File: config.mk
export PLATFORM = sky130hd
export DESIGN_NAME = mem_resp_demux
export DESIGN_NICKNAME = d
export VERILOG_FILES = /design/src/rtl/mem_resp_demux.sv
export SDC_FILE = /design/constraint.sdc
export NUM_CORES = 1
export LEC_CHECK = 0
export CAP_MARGIN = 20
export CORE_MARGIN = 10
export CORE_UTILIZATION = 45
export CTS_CLUSTER_SIZE = 10
export DETAILED_ROUTE_END_ITERATION = 10
export GPL_ROUTABILITY_DRIVEN = 0
export PLACE_DENSITY = 0.79
export SYNTH_ARGS = -nofsm -noshare
export SYNTH_HDL_FRONTEND = slang
export SYNTH_SLANG_ARGS = --single-unit
File: constraint.sdc
create_clock -name CLK -period 2.72 [get_ports CLK]
set_input_delay 0.272 -clock CLK [delete_from_list [all_inputs] [get_ports CLK]]
set_output_delay 0.272 -clock CLK [all_outputs]
set_load 0.03 [all_outputs]
File: src/rtl/mem_resp_demux.sv
// mem_resp_demux: registered 1-to-2 response demultiplexer for the shared
// main-memory return path. Each request granted to memory records its source
// (0 = I-cache, 1 = D-cache) in an in-order 1-bit tag FIFO. Each memory
// response pops the oldest tag and is steered, one cycle later, to the
// matching cache port.
//
// Optional feature: define MEM_RESP_DEMUX_ERR_EN to build a sticky ERR flag
// that records a response arriving with no outstanding request. Without the
// macro ERR is tied low and such responses are dropped silently.
module mem_resp_demux #(
  parameter int DATA_WIDTH = 32,
  parameter int DEPTH      = 4
) (
  input  logic                         CLK,
  input  logic                         RESET,
  input  logic                         REQ_VALID,
  input  logic                         REQ_SRC,
  output logic                         REQ_READY,
  input  logic                         MEM_RESP_VALID,
  input  logic [DATA_WIDTH-1:0]        MEM_RESP_DATA,
  output logic                         OUT0_VALID,
  output logic [DATA_WIDTH-1:0]        OUT0_DATA,
  output logic                         OUT1_VALID,
  output logic [DATA_WIDTH-1:0]        OUT1_DATA,
  output logic [$clog2(DEPTH+1)-1:0]   PENDING,
  output logic                         ERR
);

  localparam int PW = $clog2(DEPTH);
  localparam int CW = $clog2(DEPTH+1);
  localparam logic [CW-1:0] FULL_COUNT = CW'(DEPTH);

  logic [DEPTH-1:0]      tags_q, tags_d;
  logic [PW-1:0]         wr_ptr_q, wr_ptr_d;
  logic [PW-1:0]         rd_ptr_q, rd_ptr_d;
  logic [CW-1:0]         count_q, count_d;
  logic                  out0_valid_q, out0_valid_d;
  logic                  out1_valid_q, out1_valid_d;
  logic [DATA_WIDTH-1:0] out0_data_q, out0_data_d;
  logic [DATA_WIDTH-1:0] out1_data_q, out1_data_d;

  logic push;
  logic pop;
  logic head_tag;

  // Ready depends only on the registered count, so a full FIFO blocks a
  // push even when a pop happens in the same cycle (no full-bypass).
  assign REQ_READY = (count_q != FULL_COUNT);
  assign push      = REQ_VALID && REQ_READY;
  assign pop       = MEM_RESP_VALID && (count_q != '0);
  assign head_tag  = tags_q[rd_ptr_q];

  // Next-state for the tag FIFO and the steered, registered outputs.
  always_comb begin
    tags_d       = tags_q;
    wr_ptr_d     = wr_ptr_q;
    rd_ptr_d     = rd_ptr_q;
    count_d      = count_q;
    out0_valid_d = 1'b0;
    out1_valid_d = 1'b0;
    out0_data_d  = out0_data_q;
    out1_data_d  = out1_data_q;

    if (push) begin
      tags_d[wr_ptr_q] = REQ_SRC;
      wr_ptr_d         = wr_ptr_q + PW'(1);
    end

    if (pop) begin
      rd_ptr_d = rd_ptr_q + PW'(1);
      if (head_tag) begin
        out1_valid_d = 1'b1;
        out1_data_d  = MEM_RESP_DATA;
      end else begin
        out0_valid_d = 1'b1;
        out0_data_d  = MEM_RESP_DATA;
      end
    end

    case ({push, pop})
      2'b10:   count_d = count_q + CW'(1);
      2'b01:   count_d = count_q - CW'(1);
      default: count_d = count_q;
    endcase
  end

  // State registers; reset discards every outstanding tag immediately.
  always_ff @(posedge CLK or negedge RESET) begin
    if (!RESET) begin
      tags_q       <= '0;
      wr_ptr_q     <= '0;
      rd_ptr_q     <= '0;
      count_q      <= '0;
      out0_valid_q <= 1'b0;
      out1_valid_q <= 1'b0;
      out0_data_q  <= '0;
      out1_data_q  <= '0;
    end else begin
      tags_q       <= tags_d;
      wr_ptr_q     <= wr_ptr_d;
      rd_ptr_q     <= rd_ptr_d;
      count_q      <= count_d;
      out0_valid_q <= out0_valid_d;
      out1_valid_q <= out1_valid_d;
      out0_data_q  <= out0_data_d;
      out1_data_q  <= out1_data_d;
    end
  end

  assign OUT0_VALID = out0_valid_q;
  assign OUT0_DATA  = out0_data_q;
  assign OUT1_VALID = out1_valid_q;
  assign OUT1_DATA  = out1_data_q;
  assign PENDING    = count_q;

`ifdef MEM_RESP_DEMUX_ERR_EN
  logic err_q, err_d;

  // Sticky flag: any response seen while nothing is outstanding.
  always_comb begin
    err_d = err_q | (MEM_RESP_VALID && (count_q == '0));
  end

  // Error register, cleared only by reset.
  always_ff @(posedge CLK or negedge RESET) begin
    if (!RESET) begin
      err_q <= 1'b0;
    end else begin
      err_q <= err_d;
    end
  end

  assign ERR = err_q;
`else
  assign ERR = 1'b0;
`endif

endmodule

==> qor.csv <==
stage,metric,value,unit
run_status,status,finished clean,
sta,drv_slew,0,
cts,cts.reportedPaths.clkPinSlew,0.07,ns
synth,synth_area,3170,um^2
grt,grt-ovfl-total,0,
drt,vias,1916,
final_layout,drive_gt1_share,30.4,%
synth,synthFlopType,dfrtp_1,
sta,setup_tns,0,ns
synth,synthMostInstantiatedCell,dfrtp_1,
grt,grt_use_met1,15.7,%
grt,grtUsageTotal,12.8,%
drt,drc,0,
final_layout,nets,342,
grt,gr-usage-met2,19.5,%
synth,yosysWarningCount,0,
cts,htreeDepth,3,
synth,synth.area.top_cells,"dfrtp_1, mux2_2, mux2_4, buf_6, ha_1",
synth,synthSimpleGateAreaFrac,1.82,%
synth,netlist_top_cells_count,"dfrtp_1, mux2_2, mux2_4, inv_1, buf_6",
cts,cts_tree,built,
synth,yosysSeqAreaShare,60.8,%
synth,synth_top_family_by_area,multiplexers,
synth,synth_fa_ha_area_share,2.61,%
floorplanning,start_util,46.4,%
floorplanning,fp-row-count,30,
sta,period_share,84.0,%
synth,avgSynthCellArea,16.9,um^2
cts,cts_root_buf,clkbuf_8,
placement,hpwl,5040,um
sta,worst_slew_pin_slew,0.933,ns
grt,antenna_found_initial,0,
final_layout,areaGrowthSynthToFinish,42.6,%
sta,slew_headroom,37.8,%
sta,skew,0.00854,ns
synth,syn_inst,187,
synth,synth_xor_area_share,1.66,%
synth,synth_mux_area_share,29.0,%
worst_setup_path,endpoint_kind,flip-flop,
grt,use_met3,5.45,%
sta,fmax,0.438,GHz
final_layout,antennaDiodeCount,0,
sta,period_needed,2.28,ns
synth,yosysUniqueCellTypes,21,
synth,synth-edff-count,0,
synth,synth_top_area_share,60.8,%
worst_setup_path,path_class,flip-flop to flip-flop,
cts,hold_buffers,0,
grt,grt.busiest_layer,met2,
cts,cts_buffers,9,
worst_setup_path,cp.required,2.97,ns
drt,wl_per_cell,17.1,um
grt,grt_max_degree,78,
floorplanning,dieArea,10800,um^2
sta,hold_viol,0,
worst_setup_path,cp.arrival,2.54,ns
drt,firstDrtPassIters,4,
floorplanning,chipWidth,104,um
synth,synth_area_leader_cell,dfrtp_1,
floorplanning,core_area,6830,um^2
drt,routed_wl,6820,um
pwr,ir_drop,0.000712,V
final_layout,stdcell_count,399,
drt,viasPerCell,4.80,
placement,placedCellCount,384,
job,drv_cap,0,
cts,cts-resized-gates,0,
worst_setup_path,worstPathMaxFanout,6,
cts,numClockSinks,77,
synth,synth-compound-area-share,0.671,%
grt,grt_pass1_vias,2146,
synth,async_reset_ff_share,100,%
worst_setup_path,startpoint_type,flip-flop,
cts,post_cts.repair.setup_buffers,0,
floorplanning,ios,108,
cts,cts_buffer_depth,2,
drt,ant_nets,0,
sta,finalSetupViolations,0,
pwr,power_density,1530,nW/um^2
synth,synth_fp_nets,230,
placement,port_buffers,106,
pwr,power.leakage,0.00197,uW
grt,grt_pass1_wl,11300,um
cts,clk_latency,0.33,ns
floorplanning,die_h,104,um
drt,first_iter_violations,37,
worst_hold_path,worstHoldPathType,input pin to asynchronous set/reset pin,
synth,synth_seq_cells,77,
sta,rsz0062_at_grt,false,
-- final cells by class --
cell class / instances / area (um^2)
flip-flops and latches: 77 / 1930
clock buffers: 11 / 141
repair buffers: 109 / 1090
well taps: 96 / 120
fillers: 526 / 2310
clock inverters: 4 / 72.6
inverters: 7 / 26.3
multi-input cells: 95 / 1140
-- routing by layer --
| metal | wire [um] | up-vias |
|---|---|---|
| li1 | - | 867 |
| met1 | 2960 | 968 |
| met2 | 3180 | 73 |
| met3 | 600 | 8 |
| met4 | 77 | 0 |
| met5 | 0 | - |
-- flip-flops by register name, indices dropped and copies added (netlist names) --
register and cells:
tags_q 4, PENDING 3, rd_ptr_q 2, OUT0_DATA 32, OUT1_VALID 1, OUT1_DATA 32
wr_ptr_q 2, OUT0_VALID 1
-- critical path, stage by stage (launching register included) --
cell and delay, ns:
dfrtp_1 0.46, or3b_2 0.56, nand2_1 0.16, ha_1 0.20, inv_1 0.06, fa_1 0.37, xor2_1 0.15, nor2_1 0.11
xor2_1 0.15
-- power breakdown --
part           internal, uW  total, uW  switching, uW
Sequential             1750       2100            353
Clock                   536        922            386
Combinational          1930       3870           1940
-- logic make-up (layout without fill, tap and decap cells) --
group,Yosys count,count (layout)
AO/OA/AOI/OAI,1,1
AND/OR/NAND/NOR,10,10
multiplexers,71,71
buffers and inverters,15,131
adder cells (fa/ha/maj),6,6
XOR/XNOR,6,6
flip-flops,77,77
other,1,1
-- stage by stage --
step                worst slack (ns)  power [uW]  hold WS, ns  cell area (um^2)  utilization (%)
global route                   0.254        7270        0.146              4520             66.1
CTS                            0.408        6990        0.115              4520             66.1
finish                         0.436        6890       0.0789              4520             66.1
detailed placement             0.437        6040        0.482              4300             63.0
global placement               0.504        5970        0.472              4300             63.0
floorplan                      0.159        4600      -0.0236              3170                -
-- final timing paths --
path | cells past startpoint | end | slack [ns] | startpoint
max | 8 | PENDING[2]$_DFFE_PN0P_ | 0.44 | PENDING[0]$_DFFE_PN0P_
min | 1 | wr_ptr_q[1]$_DFFE_PN0P_ | 0.08 | RESET
max reg2reg | 8 | PENDING[2]$_DFFE_PN0P_ | 0.44 | PENDING[0]$_DFFE_PN0P_
min reg2reg | 1 | rd_ptr_q[1]$_DFFE_PN0P_ | 0.49 | rd_ptr_q[1]$_DFFE_PN0P_
max in group asynchronous | 1 | OUT1_DATA[7]$_DFFE_PN0P_ | 2.04 | RESET
min in group CLK | 1 | rd_ptr_q[1]$_DFFE_PN0P_ | 0.49 | rd_ptr_q[1]$_DFFE_PN0P_
-- placed cells by master, fill, tap and decap left out --
cell type / count
clkbuf_1: 1
mux2i_1: 1
o31ai_4: 1
inv_1: 7
clkdlybuf4s50_1: 105
xor2_1: 2
nand2_1: 2
mux2_2: 40
nor2_1: 1
mux4_2: 1
conb_1: 1
nor2_4: 1
clkinv_2: 1
buf_12: 1
buf_4: 3
fa_1: 1
ha_1: 5
nand3_1: 4
bufinv_16: 2
clkbuf_8: 10
xnor2_1: 4
mux2_4: 29
dfrtp_1: 77
nand2_2: 1
clkinvlp_4: 1
or3b_2: 1
(Power assumes the default switching activity.)
==> RTL edit 1, RTL diff (same settings) <==
Take the reset off `out0_data_q` and load it in a clocked block of its own.
--- a/src/rtl/mem_resp_demux.sv
+++ b/src/rtl/mem_resp_demux.sv
@@ -93,7 +93,6 @@
       count_q      <= '0;
       out0_valid_q <= 1'b0;
       out1_valid_q <= 1'b0;
-      out0_data_q  <= '0;
       out1_data_q  <= '0;
     end else begin
       tags_q       <= tags_d;
@@ -102,9 +101,12 @@
       count_q      <= count_d;
       out0_valid_q <= out0_valid_d;
       out1_valid_q <= out1_valid_d;
-      out0_data_q  <= out0_data_d;
       out1_data_q  <= out1_data_d;
     end
+  end
+
+  always_ff @(posedge CLK) begin
+    out0_data_q <= out0_data_d;
   end
 
   assign OUT0_VALID = out0_valid_q;
Check against the original RTL: differs if RESET is asserted again (counterexample within 4 cycles, from zero or initial values and one cycle with RESET low); with RESET held inactive, the same outputs for 10 cycles.
==> RTL edit 1 against the unedited design <==
  * Clock power down 6.8%
  * Cell area shrank 5.3%
  * Global-route usage grew 0.45 points
  * Core utilization increased by 1.2 points
  * Clock skew is essentially flat
  * Final cell count down 13%
  * Wire length down 1.5%
  * Sequential cell count unchanged
  * Worst hold slack better by 210 ps
  * Area after synthesis down 6.9%
  * Fmax is 1.1% higher
  * Setup slack improved by 25 ps
  * Total power down 14%
==> RTL edit 1: results <==
metrics = {
    "drt": {
        "drt-initial-drc-count": 49,
        "drt-total-wl_um": 6720,
        "drt_pre_antenna_iters": 4,
        "viasPerCell": 4.74,
    },
    "worst_setup_path": {
        "reg2reg_from": "PENDING[0]",
        "path_max_fanout": 6,
        "cp.arrival_ps": 2530,
    },
    "timing": {
        "skew_ps": 8.37,
        "max-slew-margin-rel_pct": 58.2,
    },
    "global_routing": {
        "grt_use_total_pct": 13.2,
        "grt_pass1_vias": 1808,
        "grt_pass1_wl_um": 10300,
        "grt_max_degree": 46,
        "grt_antenna_before_repair": 0,
    },
    "yosys": {
        "yosysWarningCount": 0,
        "synthArstFlopShare_pct": 58.4,
        "synth-adder-area-share_pct": 2.80,
        "synth_xor_area_share_pct": 1.78,
        "synth_mux_area_share_pct": 18.9,
        "synth-edff-count": 32,
        "netlist_top_cells_area": "dfrtp_1, edfxtp_1, mux2_4, mux2_2, ha_1",
        "yosys-top-cells-count": "dfrtp_1, edfxtp_1, mux2_4",
        "synth_compound_area_share_pct": 0.424,
        "synth_fp_nets": 195,
        "synth_cell_types": 22,
        "yosysSeqAreaShare_pct": 70.7,
    },
    "cells_and_area": {
        "antenna_cells": 0,
        "final_nets": 310,
        "drive_above_1_share_pct": 21.7,
    },
    "power_and_ir_drop": {
        "leakage_uw": 0.00181,
        "peakVddDrop_mv": 0.858,
    },
    "cts": {
        "htree_levels": 3,
        "clk_pin_slew_ps": 80,
        "cts_made_buffers": 9,
        "cts_buffer_depth": 2,
        "cts_root_buffer": "clkbuf_8",
    },
    "status": {
        "outcome": "complete, no violations",
    },
    "placement": {
        "place_ws_ps": 460,
        "dp_hpwl_um": 4830,
    },
}
-- RTL edit 1: kinds of logic after synthesis --
| family | count (synthesis) |
|---|---|
| muxes | 39 |
| AOI/OAI and AO/OA | 1 |
| buffers and inverters | 12 |
| other | 1 |
| and+or+nand+nor | 10 |
| xor gates and xnor gates | 6 |
| adders and majority gates | 6 |
| DFF | 77 |
-- RTL edit 1: worst paths after layout --
| path | to | slack [ps] | cells past startpoint |
|---|---|---|---|
| worst max-delay path | PENDING[2] | 460 | 8 |
| worst min-delay path | OUT1_DATA[16] | 290 | 2 |
| worst max register to register | PENDING[2] | 460 | 8 |
| worst min register to register | rd_ptr_q[1] | 490 | 1 |
| max in group asynchronous | OUT1_DATA[24] | 1970 | 3 |
| min in group CLK | rd_ptr_q[1] | 490 | 1 |
-- RTL edit 1: area by class of cell --
type,count,area (um^2)
Timing Repair Buffer,109,1090
Clock inverter,5,60.1
Sequential cell,77,2090
Tap cell,77,96.3
Fill cell,451,2070
Inverter,7,26.3
Clock buffer,11,141
Multi-Input combinational cell,63,772
-- RTL edit 1: critical path: stages, from the launching register on --
cell,delay (ps)
dfrtp_1,440
or3b_2,550
nand2_1,160
ha_1,200
inv_1,60
fa_1,370
xor2_1,150
nor2_1,120
xor2_1,150
-- RTL edit 1: routing by layer --
metal	share of wire, %	routed length, um	GRT usage (%)	vias to the layer above
met1	43	2860	16.2	809
met3	9.4	632	5.21	10
met4	1.9	126	6.75	0
met2	46	3100	19.9	72
li1	-	-	-	763
met5	0	0	0	-
-- RTL edit 1: power breakdown --
group          switching, uW  internal, uW
combinational           1600          1420
clock                    408           451
sequential               257          1780
total                   2270          3650
-- RTL edit 1: what timing repair did --
action                    CTS  global route
gates resized for setup     0             0
hold endpoints to repair    0             6
hold buffers                0             1
-- RTL edit 1: metrics by stage --
step                power, uW  cells  instance area (um^2)
finish                   5920    349                  4280
global route             6230    349                  4280
CTS                      6000    347                  4250
detailed placement       5110    331                  4050
global placement         5070    331                  4050
floorplan                4010    152                  2950
==> RTL edit 2, RTL diff (same settings) <==
Without the edit above. The option `MEM_RESP_DEMUX_ERR_EN` is turned on by a define.
--- a/src/rtl/mem_resp_demux.sv
+++ b/src/rtl/mem_resp_demux.sv
@@ -7,6 +7,8 @@
 // Optional feature: define MEM_RESP_DEMUX_ERR_EN to build a sticky ERR flag
 // that records a response arriving with no outstanding request. Without the
 // macro ERR is tied low and such responses are dropped silently.
+`define MEM_RESP_DEMUX_ERR_EN
+
 module mem_resp_demux #(
   parameter int DATA_WIDTH = 32,
   parameter int DEPTH      = 4
Formal check against the unedited RTL: not equivalent (a bounded check fails within 4 cycles, from zero or initial values and one cycle with RESET low).
==> RTL edit 2 against the unedited design <==
  * Sequential cell count up 1
  * Sequential share of layout area up 0.20 points
  * First-iteration DRC count down 11%
  * Wire length up 4.8%
  * Via count down 0.10%
  * Highest routed layer unchanged
  * Area after synthesis up 0.83%
  * Cell area up 0.83%
  * Global-route usage up 0.51 points
  * Total power up 1.0%
  * Critical path type unchanged
  * Clock skew up 2.8 ps
  * Setup slack worse by 46 ps
==> RTL edit 2: results <==
metrics = {
    "cells_and_area": {
        "antenna_cells": 0,
        "final_nets": 346,
        "fill_cells": 543,
        "drive_above_1_share_pct": 30.3,
    },
    "cts": {
        "cts_made_buffers": 9,
        "cts_resized": 0,
        "clk_pin_slew_ps": 80,
        "htree_levels": 3,
        "cts_root_buffer": "clkbuf_8",
        "cts_buffer_depth": 2,
        "clock_latency_ps": 340,
    },
    "drt": {
        "drt-initial-drc-count": 33,
        "vias": 1914,
        "post_drt_wl_per_cell_um": 17.7,
        "drt_pre_antenna_iters": 4,
        "drt-total-wl_um": 7140,
    },
    "placement": {
        "placed_cells": 388,
        "placed_area_mm2": 0.00434,
        "dp_hpwl_um": 5390,
        "portBuffers": 107,
        "place_ws_ps": 400,
    },
    "yosys": {
        "synth_fp_nets": 231,
        "syn_area_per_cell_um2": 17.0,
        "yosysWarningCount": 0,
        "yosys-top-cells-count": "dfrtp_1, mux2_2, mux2_4",
        "synth_cell_types": 21,
        "yosysSeqAreaShare_pct": 61.1,
        "synthArstFlopShare_pct": 100,
        "netlist_top_cells_area": "dfrtp_1, mux2_2, mux2_4, buf_6, ha_1",
    },
    "power_and_ir_drop": {
        "p_int_uw": 4220,
        "leakage_uw": 0.00198,
        "peakVddDrop_mv": 0.658,
    },
    "worst_setup_path": {
        "endpoint": "PENDING[2]",
        "reg2reg_depth": 8,
        "crit_slowest_cell": "or3b_2",
        "end_kind": "register",
        "critPathLaunch": "PENDING[0]",
        "cp.arrival_ps": 2580,
        "cpPeakStageDelay_ps": 560,
        "reg2reg_setup_slack_ps": 390,
        "reg2reg_from": "PENDING[0]",
        "path_max_fanout": 6,
    },
    "global_routing": {
        "grt_pass1_vias": 2237,
        "grt_pass1_wl_um": 11800,
        "grt_antenna_before_repair": 0,
        "grt_max_degree": 79,
        "grt_use_total_pct": 13.3,
    },
    "timing": {
        "max-slew-margin-rel_pct": 37.4,
        "skew_ps": 11.4,
        "fmax_mhz": 429,
        "holdWs_ps": 80.3,
        "fin_setup_tns_ps": 0,
    },
    "status": {
        "outcome": "complete, no violations",
    },
    "hold_path": {
        "hp-class": "input pin to asynchronous set/reset pin",
    },
}
==> RTL edit 2: cell types whose count changed after synthesis, sizes merged <==
cell,delta
buf,-1
nor3,+1
a21o,+1
dfrtp,+1
conb,-1
==> RTL edit 2: cells by family (layout without fill, tap and decap cells) <==
logic type                 Yosys count  count (layout)  share of synthesized area, %
AOI/OAI and AO/OA                    2               2                         0.901
muxes                               71              71                          28.8
xor gates and xnor gates             6               6                          1.65
buffers and inverters               14             133                          3.06
adders and majority gates            6               6                          2.59
and+or+nand+nor                     11              11                          1.96
DFF                                 78              78                          61.1
==> RTL edit 2: power groups by stage <==
stage | Combinational, uW | Clock [uW] | Sequential (uW)
6_report | 3910 | 924 | 2130
5_1_grt | 4120 | 987 | 2220
4_1_cts | 3980 | 948 | 2140
3_5_place_dp | 3960 | 0 | 2150
3_3_place_gp | 3910 | 0 | 2120
2_1_floorplan | 1480 | 0 | 3170
==> RTL edit 2: metal layers <==
layer | GRT usage, % | routed length (um) | up-vias
li1 | - | - | 875
met1 | 16.0 | 3190 | 960
met2 | 21.9 | 3400 | 71
met3 | 4.46 | 477 | 8
met4 | 4.17 | 74 | 0
met5 | 0 | 0 | -
==> RTL edit 2: worst max-delay path, delay by kind of cell, from the launching register on <==
| kind | cells | cell delay (ps) |
|---|---|---|
| buf+inv | 1 | 60 |
| flops | 1 | 460 |
| simple gates | 3 | 840 |
| xor+xnor | 2 | 320 |
| fa+ha+maj | 2 | 570 |
==> RTL edit 2: cell type report <==
class                           instances  area (um^2)  area share (%)
Clock buffer                           10          128            2.80
Clock inverter                          5         85.1            1.87
Inverter                                7         26.3           0.577
Multi-Input combinational cell         96         1140            25.1
Sequential cell                        78         1950            42.9
Tap cell                               96          120            2.64
Timing Repair Buffer                  111         1100            24.1
